$ cat config.mk
export PLATFORM = sky130hd
export DESIGN_NAME = sys_onchip_mem_arbiter
export DESIGN_NICKNAME = d
export VERILOG_FILES = /design/src/rtl/sys_onchip_mem_pkg.sv /design/src/rtl/sys_rr_grant2.sv /design/src/rtl/sys_onchip_mem_arbiter.sv
export SDC_FILE = /design/constraint.sdc
export NUM_CORES = 1
export LEC_CHECK = 0
export CAP_MARGIN = 10
export CORE_ASPECT_RATIO = 1.25
export CORE_MARGIN = 4
export CORE_UTILIZATION = 30
export DETAILED_ROUTE_END_ITERATION = 10
export GPL_TIMING_DRIVEN = 0
export PLACE_DENSITY = 0.76
export SYNTH_ARGS = -nofsm -noshare
export SYNTH_HDL_FRONTEND = slang
export SYNTH_SLANG_ARGS = --single-unit
export TNS_END_PERCENT = 1
$ cat constraint.sdc
create_clock -name clk -period 4 [get_ports clk]
set_clock_uncertainty 0.15 [all_clocks]
set_input_delay 0.4 -clock clk [delete_from_list [all_inputs] [get_ports clk]]
set_output_delay 0.4 -clock clk [all_outputs]
set_load 0.1 [all_outputs]
$ cat src/rtl/sys_onchip_mem_pkg.sv
// Shared definitions for the on-chip memory arbiter.
//   DEF_ADDR_W / DEF_DATA_W / DEF_BURST_W : default port widths
//   arb_state_e                           : arbiter FSM state encoding
package sys_onchip_mem_pkg;

  localparam int DEF_ADDR_W  = 13;
  localparam int DEF_DATA_W  = 32;
  localparam int DEF_BURST_W = 5;

  typedef enum logic [1:0] {
    ST_IDLE     = 2'd0,
    ST_RD_BURST = 2'd1,
    ST_WR_BURST = 2'd2
  } arb_state_e;

endpackage

$ cat src/rtl/sys_rr_grant2.sv
// Two-way round-robin grant selection (purely combinational).
//   req        : request vector, bit N = port N
//   last_grant : index of the port granted most recently
//   grant      : one-hot grant, all-zero when nothing is requested
module sys_rr_grant2 (
  input  logic [1:0] req,
  input  logic       last_grant,
  output logic [1:0] grant
);

  always_comb begin
    grant = 2'b00;
    case (req)
      2'b01:   grant = 2'b01;
      2'b10:   grant = 2'b10;
      // On a tie the port that did not win last time goes next.
      2'b11:   grant = last_grant ? 2'b01 : 2'b10;
      default: grant = 2'b00;
    endcase
  end

endmodule

$ cat src/rtl/sys_onchip_mem_arbiter.sv
// Two-port burst arbiter in front of a single-port on-chip RAM.
//   clk, reset             : clock, asynchronous active-high reset
//   mN_*  (N = 0,1)        : requester ports (address, byteenable, read,
//                            write, writedata, burstcount, waitrequest,
//                            readdata, readdatavalid)
//   mem_*                  : RAM port; mem_readdata is valid one cycle
//                            after the address cycle
//   dbg_state              : current FSM state, for observation only
//
// Handshake: a requester holds its command (read/write, address, data,
// burstcount) stable while waitrequest is high; a command or write beat
// is accepted in a cycle where its strobe is high and waitrequest is low.
// Read data returns on mN_readdatavalid exactly one cycle after each RAM
// read address cycle; there is no backpressure on read data.
module sys_onchip_mem_arbiter
  import sys_onchip_mem_pkg::*;
#(
  parameter int ADDR_W  = DEF_ADDR_W,
  parameter int DATA_W  = DEF_DATA_W,
  parameter int BURST_W = DEF_BURST_W
) (
  input  logic                clk,
  input  logic                reset,

  input  logic [ADDR_W-1:0]   m0_address,
  input  logic [DATA_W/8-1:0] m0_byteenable,
  input  logic                m0_read,
  input  logic                m0_write,
  input  logic [DATA_W-1:0]   m0_writedata,
  input  logic [BURST_W-1:0]  m0_burstcount,
  output logic                m0_waitrequest,
  output logic [DATA_W-1:0]   m0_readdata,
  output logic                m0_readdatavalid,

  input  logic [ADDR_W-1:0]   m1_address,
  input  logic [DATA_W/8-1:0] m1_byteenable,
  input  logic                m1_read,
  input  logic                m1_write,
  input  logic [DATA_W-1:0]   m1_writedata,
  input  logic [BURST_W-1:0]  m1_burstcount,
  output logic                m1_waitrequest,
  output logic [DATA_W-1:0]   m1_readdata,
  output logic                m1_readdatavalid,

  output logic [ADDR_W-1:0]   mem_address,
  output logic [DATA_W/8-1:0] mem_byteenable,
  output logic                mem_chipselect,
  output logic                mem_write,
  output logic [DATA_W-1:0]   mem_writedata,
  input  logic [DATA_W-1:0]   mem_readdata,

  output arb_state_e          dbg_state
);

  localparam int BE_W = DATA_W / 8;

  arb_state_e          state_q, state_d;
  logic                owner_q, owner_d;      // port that owns the burst
  logic                last_q, last_d;        // port granted most recently
  logic [BURST_W-1:0]  cnt_q, cnt_d;          // beats still to issue
  logic [ADDR_W-1:0]   addr_q, addr_d;        // next burst address
  logic [1:0]          rdv_q;                 // registered read-issue strobes
  logic [1:0]          rd_issue;

  logic [1:0]          req;
  logic [1:0]          grant;
  logic                sel;

  logic [ADDR_W-1:0]   sel_addr;
  logic [BE_W-1:0]     sel_be;
  logic                sel_wr;
  logic [DATA_W-1:0]   sel_wdata;
  logic [BURST_W-1:0]  sel_burst;

  logic                own_write;
  logic [BE_W-1:0]     own_be;
  logic [DATA_W-1:0]   own_wdata;

  assign req = {m1_read | m1_write, m0_read | m0_write};

  sys_rr_grant2 u_rr_grant (
    .req        (req),
    .last_grant (last_q),
    .grant      (grant)
  );

  assign sel = grant[1];

  // Command fields of the port being granted in IDLE. A port asserting
  // both read and write is treated as a writer.
  assign sel_addr  = sel ? m1_address    : m0_address;
  assign sel_be    = sel ? m1_byteenable : m0_byteenable;
  assign sel_wr    = sel ? m1_write      : m0_write;
  assign sel_wdata = sel ? m1_writedata  : m0_writedata;
  assign sel_burst = sel ? m1_burstcount : m0_burstcount;

  // Write-beat fields of the current burst owner.
  assign own_write = owner_q ? m1_write      : m0_write;
  assign own_be    = owner_q ? m1_byteenable : m0_byteenable;
  assign own_wdata = owner_q ? m1_writedata  : m0_writedata;

  always_comb begin
    state_d        = state_q;
    owner_d        = owner_q;
    last_d         = last_q;
    cnt_d          = cnt_q;
    addr_d         = addr_q;
    mem_chipselect = 1'b0;
    mem_write      = 1'b0;
    mem_address    = addr_q;
    mem_byteenable = '1;
    mem_writedata  = own_wdata;
    m0_waitrequest = 1'b1;
    m1_waitrequest = 1'b1;
    rd_issue       = 2'b00;

    // Reset gates every strobe so nothing is accepted or issued while it
    // is asserted, independent of the clock.
    if (!reset) begin
      case (state_q)
        ST_IDLE: begin
          if (|grant) begin
            mem_chipselect = 1'b1;
            mem_address    = sel_addr;
            mem_write      = sel_wr;
            mem_byteenable = sel_wr ? sel_be : '1;
            mem_writedata  = sel_wdata;
            if (sel) m1_waitrequest = 1'b0;
            else     m0_waitrequest = 1'b0;
            if (!sel_wr) rd_issue[sel] = 1'b1;
            last_d = sel;
            // Burstcount 0 or 1 is a single access and stays in IDLE.
            if (sel_burst > BURST_W'(1)) begin
              owner_d = sel;
              cnt_d   = sel_burst - BURST_W'(1);
              addr_d  = sel_addr + ADDR_W'(1);
              state_d = sel_wr ? ST_WR_BURST : ST_RD_BURST;
            end
          end
        end

        ST_RD_BURST: begin
          // One address per cycle; both ports stay stalled.
          mem_chipselect    = 1'b1;
          rd_issue[owner_q] = 1'b1;
          cnt_d             = cnt_q - BURST_W'(1);
          addr_d            = addr_q + ADDR_W'(1);
          if (cnt_q == BURST_W'(1)) state_d = ST_IDLE;
        end

        ST_WR_BURST: begin
          // A cycle without the owner's write strobe is a stall bubble.
          if (own_write) begin
            mem_chipselect = 1'b1;
            mem_write      = 1'b1;
            mem_byteenable = own_be;
            if (owner_q) m1_waitrequest = 1'b0;
            else         m0_waitrequest = 1'b0;
            cnt_d  = cnt_q - BURST_W'(1);
            addr_d = addr_q + ADDR_W'(1);
            if (cnt_q == BURST_W'(1)) state_d = ST_IDLE;
          end
        end

        default: state_d = ST_IDLE;
      endcase
    end
  end

  always_ff @(posedge clk or posedge reset) begin
    if (reset) begin
      state_q <= ST_IDLE;
      owner_q <= 1'b0;
      last_q  <= 1'b1;
      cnt_q   <= '0;
      addr_q  <= '0;
      rdv_q   <= 2'b00;
    end else begin
      state_q <= state_d;
      owner_q <= owner_d;
      last_q  <= last_d;
      cnt_q   <= cnt_d;
      addr_q  <= addr_d;
      rdv_q   <= rd_issue;
    end
  end

  assign m0_readdata      = mem_readdata;
  assign m1_readdata      = mem_readdata;
  assign m0_readdatavalid = rdv_q[0];
  assign m1_readdatavalid = rdv_q[1];
  assign dbg_state        = state_q;

endmodule

# Word-level counts from Yosys, hierarchy flattened
# Cells that the tools add are included.
[word_totals]
out_inout_bits = 121
register_bits = 24
in_bits = 146
elab_cells = 98
[op_classes]
n_eq_ne = 9
magnitude_cmp = 5
n_bitwise = 3
mux = 62
add_sub_neg = 4
n_reduce_logical = 9
[ops]
columns = ["operator", "n"]
rows = [
  ["32-bit two-way mux", 5],
  ["13-bit two-way mux", 7],
  ["13-bit one-hot mux with 3 select lines", 1],
  ["13-bit by 1-bit adder with 13-bit output (second input constant)", 2],
  ["4-bit two-way mux", 6],
  ["5-bit two-way mux", 4],
  ["1-bit two-way mux", 19],
  ["2-bit two-way mux", 9],
  ["5-bit one-hot mux with 3 select lines", 1],
  ["2-bit one-hot mux with 3 select lines", 2],
  ["5-bit by 1-bit subtractor with 5-bit output (second input constant)", 2],
  ["4-bit one-hot mux with 2 select lines", 1],
  ["4-bit AND reduction", 2],
  ["2-bit equality test (second input constant)", 3],
  ["2-bit != test (second input constant)", 3],
  ["1-bit one-hot mux with 2 select lines", 3],
  ["5-bit by 1-bit equality test with 1-bit output (second input constant)", 1],
  ["5-bit by 1-bit greater-than comparator with 1-bit output (second input constant)", 1],
  ["5-bit AND reduction", 1],
  ["2-bit by 1-bit equality test with 1-bit output (second input constant)", 2],
  ["1-bit by 2-bit less-than comparator with 1-bit output (second input constant)", 2],
  ["2-bit one-hot mux with 2 select lines", 1],
  ["1-bit one-hot mux with 3 select lines", 1],
  ["3-bit AND reduction", 1],
  ["other kinds (8)", 12],
]

# Logic depth before layout (Yosys ltp)
[depth]
depth_word = 11
ltp_mapped = 13
ltp_nobuf = 12

# Cells and area by module
# Synthesis repeated with hierarchy kept, for this count alone.
[unflattened]
cells_unflattened = 371
area_unflattened_um2 = 3275.6
[by_module_without_submodules]
columns = ["module", "area_each_um2", "instances", "seq_area_each_um2", "cells_per_inst"]
rows = [
  ["sys_onchip_mem_arbiter", 3256.9, 1, 601.8, 368],
  ["sys_rr_grant2", 18.8, 1, 0.0, 3],
]

# Worst setup path after synthesis
# Ideal clock, no wire load.
[synth_path]
path_kind = "reg-to-output"
start = "register state_q[1] (netlist: dbg_state[1])"
end = "output port mem_chipselect"
arrival_ps = 3599
path_buffers = 0
required_time_ps = 3450
path_slack_ps = -149
stages_incl_launch_ff = 4
path_cell_list = "dfrtp_1 > ha_1 > nand2_1 > a211oi_1"
[synth_between]
elab_chain_len = 3
word_cells_on_any_way = 5
cone_classes = "eq/ne: 2; mux: 2; reduce/logical: 1"
[synth_rtl]
columns = ["element", "line", "source"]
rows = [
  ["from (decl)", "sys_onchip_mem_arbiter.sv:57", "arb_state_e state_q, state_d;"],
  ["from (signal assigned)", "sys_onchip_mem_arbiter.sv:179", "state_q <= state_d;"],
  ["2-bit equality test (tied with other cells)", "sys_onchip_mem_arbiter.sv:120", "case (state_q)"],
  ["1-bit one-hot mux with 3 select lines (*)", "sys_onchip_mem_arbiter.sv:120", ""],
  ["1-bit two-way mux (*)", "sys_onchip_mem_arbiter.sv:119", "if (!reset) begin"],
  ["to (decl)", "sys_onchip_mem_arbiter.sv:47", "output logic mem_chipselect,"],
]
# Every way passes the cells marked *; elsewhere a longest branch is shown, timed or not.

# Worst setup path in the final report
[layout_path]
start = "input port reset"
end = "output port mem_writedata[0]"
[layout_between]
elab_chain_len = 1
[layout_rtl]
columns = ["element", "line", "source"]
rows = [
  ["from (decl)", "sys_onchip_mem_arbiter.sv:23", "input logic reset,"],
  ["32-bit two-way mux", "sys_onchip_mem_arbiter.sv:119", ""],
  ["to (decl)", "sys_onchip_mem_arbiter.sv:49", "output logic [DATA_W-1:0] mem_writedata,"],
]
# Every way passes these cells.

==> results.json <==
{
  "grt_overflow": 0,
  "initial_core_util_pct": 31.0,
  "synth_ff_type": "dfrtp_1",
  "final_cell_mix": "183 x clkdlybuf4s50_1, 65 x buf_4, 43 x nor2_1, 42 x nand2_1, 40 x clkdlybuf4s15_2",
  "cts-root-buf": "clkbuf_16",
  "drv_slew": 0,
  "min_to": "addr_q[10]$_DFFE_PP0P_",
  "cp-start-kind": "input pin",
  "r2r_start": "last_q$_DFFE_PP1P_",
  "async_flop_share_pct": 100,
  "worstHoldStart": "addr_q[10]$_DFFE_PP0P_",
  "failed_checks": "negative setup slack",
  "synth.cell_area_um2": 3150,
  "core_um2": 10200,
  "fin_crit_ps": 4070,
  "worstSetupPathType": "input pin to output port",
  "drt_iter0_markers": 206,
  "track_usage_pct": 24.4,
  "io_pins": 267,
  "instances_no_fill": 778,
  "post-place-cells": 773,
  "outcome": "finished with violations",
  "synthSimpleGateAreaFrac_pct": 16.2,
  "clockBufferDepth": 2,
  "required_ps": 3450,
  "period_share_pct": 102,
  "synth_top_family_by_area": "buffers and inverters",
  "power.density_nw_per_um2": 864,
  "grt_pass1_vias": 4165,
  "crit_family": "buffers and inverters",
  "dp_hpwl_mm": 13.0,
  "drive_above_1_share_pct": 25.6,
  "clock_latency_ps": 260,
  "ir_drop_v": 0.000857,
  "htreeDepth": 1,
  "setup_viol": 6,
  "setup_tns_ps": -201,
  "power_mw": 4.99,
  "cap_violations": 0,
  "final_antenna_net_count": 0,
  "synth_area_per_cell_um2": 7.68,
  "r2r_end": "addr_q[11]$_DFFE_PP0P_",
  "cts_sinks": 24,
  "grt_setup_unrepaired": "true",
  "fp-row-count": 41,
  "synth_xor_area_share_pct": 3.89,
  "dr.pass1.iters": 5,
  "fin_nets": 804,
  "numCtsBuffers": 3,
  "synth_seq_cells": 24,
  "synth_compound_area_share_pct": 20.4,
  "die_h_um": 123,
  "hold_viol_final": 0,
  "power_leakage_nw": 2.36,
  "worst_pin_slew_ps": 1010,
  "yosys_warnings": 0,
  "synthAdderAreaFrac_pct": 3.58,
  "antenna_found_initial": 1,
  "die_w_um": 99.6,
  "die_area_um2": 12200,
  "final_common_cell": "clkdlybuf4s50_1",
  "finalInstanceArea_um2": 5780,
  "drc_errors": 0,
  "hold_path_depth": 2,
  "synth_cell_types": 46,
  "slew-limit-headroom_pct": 32.6,
  "critPathSlowestCell": "dlygate4sd2_1",
  "placed_cell_area_um2": 5660,
  "routabilityCongestion": 0.962,
  "io_buffers": 234,
  "grt_max_degree": 28,
  "via_per_inst": 5.12,
  "fmax_mhz": 246,
  "syn-num-nets": 565,
  "synthMuxAreaShare_pct": 16.3,
  "synth-edff-count": 0,
  "end_kind": "output port",
  "crit_chain": "clkdlybuf4s50_1 > clkinvlp_4 > and3_1 > buf_6 > mux2i_4 > mux2_2 > dlygate4sd2_1",
  "regArea_um2": 602,
  "hold_path.class": "flip-flop to flip-flop",
  "cp.arrival_ps": 3520,
  "synth_cells": 410,
  "worst-r2r-setup-slack_ps": 380,
  "fillers": 916,
  "rr_worst_depth": 12,
  "vias": 3982,
  "ys_seq_area_share_pct": 19.1,
  "multiInputGateArea_um2": 1910,
  "crit_path_max_fanout": 27,
  "cts_tree": "done",
  "area_growth_pct": 83.6,
  "cts.clk_slew.worst_paths_ps": 60,
  "post_drt_wl_per_cell_um": 19.9,
  "setup_ws_ps": -65.7,
  "critPathBufInv": 4,
  "grt_pass1_wl_mm": 22.8,
  "routed_wl_mm": 15.5,
  "max_stage_delay_ps": 880
}
[cells in the mapped netlist, types with 7 or more instances]
| master | instances | area, µm² |
|---|---|---|
| clkbuf_1 | 8 | 30.0 |
| nand2_1 | 42 | 158 |
| inv_1 | 12 | 45.0 |
| nor2_1 | 44 | 165 |
| ha_1 | 9 | 113 |
| dfrtp_1 | 23 | 576 |
| a21oi_1 | 26 | 130 |
| nand3_1 | 9 | 45.0 |
| o21ai_0 | 26 | 130 |
| a31oi_1 | 23 | 144 |
| a2bb2oi_1 | 9 | 78.8 |
| mux2_2 | 37 | 417 |
| buf_4 | 65 | 488 |
| xnor2_1 | 10 | 87.6 |
| buf_2 | 7 | 35.0 |
[metal layers]
layer  GRT usage, %  wire (µm)
met1           27.1       5560
met2           43.9       7620
met3           8.02       1850
met4           7.77        421
met5              0         13
[kinds of logic after synthesis]
group | after synthesis
and+or+nand+nor | 116
AOI/OAI and AO/OA | 105
buffers and inverters | 97
muxes | 45
DFF | 24
xor gates and xnor gates | 14
adders and majority gates | 9
[area by class of cell]
| class | instances | area share, % |
|---|---|---|
| Clock buffer | 4 | 1.36 |
| Sequential cell | 24 | 10.4 |
| Multi-Input combinational cell | 289 | 33.0 |
| Antenna cell | 1 | 0.0433 |
| Buffer | 85 | 10.4 |
| Timing Repair Buffer | 234 | 41.1 |
| Tap cell | 129 | 2.79 |
| Inverter | 12 | 0.844 |
[worst max-delay path by stage]
| stage | slack [ps] | cells past startpoint | to | startpoint |
|---|---|---|---|---|
| final | -70 | 7 | mem_writedata[0] | reset |
| after CTS | -140 | 7 | mem_address[11] | reset |
| after global placement | -760 | 8 | mem_writedata[10] | reset |
| after floorplan | -40 | 6 | mem_address[10] | dbg_state[0]$_DFFE_PP0P_ |
| after global routing | -290 | 8 | mem_writedata[1] | reset |
| after detailed placement | -750 | 8 | mem_writedata[10] | reset |
[what timing repair did]
action / CTS / global route
hold buffers: 0 / 0
setup buffers: 0 / 0
endpoints found under the hold margin: 0 / 0
endpoints found under the setup margin: 51 / 65
gates resized for setup: 144 / 9
[tightest hold or removal path: stages, from the launching register on]
cell	delay, ps
dfrtp_1	360
nor2_1	60
a21oi_1	100
[state kept, by name, indices dropped and copies added, names as in the netlist]
register / flops
last_q: 1
owner_q: 1
dbg_state: 2
rdv_q: 2
cnt_q: 5
addr_q: 13
[report_power, final]
group          total (mW)  switching (mW)  internal [mW]  leakage (nW)
combinational        4.29            3.11           1.18          2.04
clock               0.228          0.0911          0.137        0.0382
sequential          0.470           0.105          0.365         0.276
total                4.99            3.31           1.68          2.36
[through the flow]
step | hold slack, ps | util [%] | worst slack (ps)
floorplan | 281 | - | -44.3
CTS | 409 | 56.9 | -143
global placement | 385 | 55.7 | -763
global route | 429 | 56.9 | -293
finish | 408 | 56.9 | -65.7
detailed placement | 394 | 55.7 | -752
No activity file was read; power rests on OpenSTA's default activity.
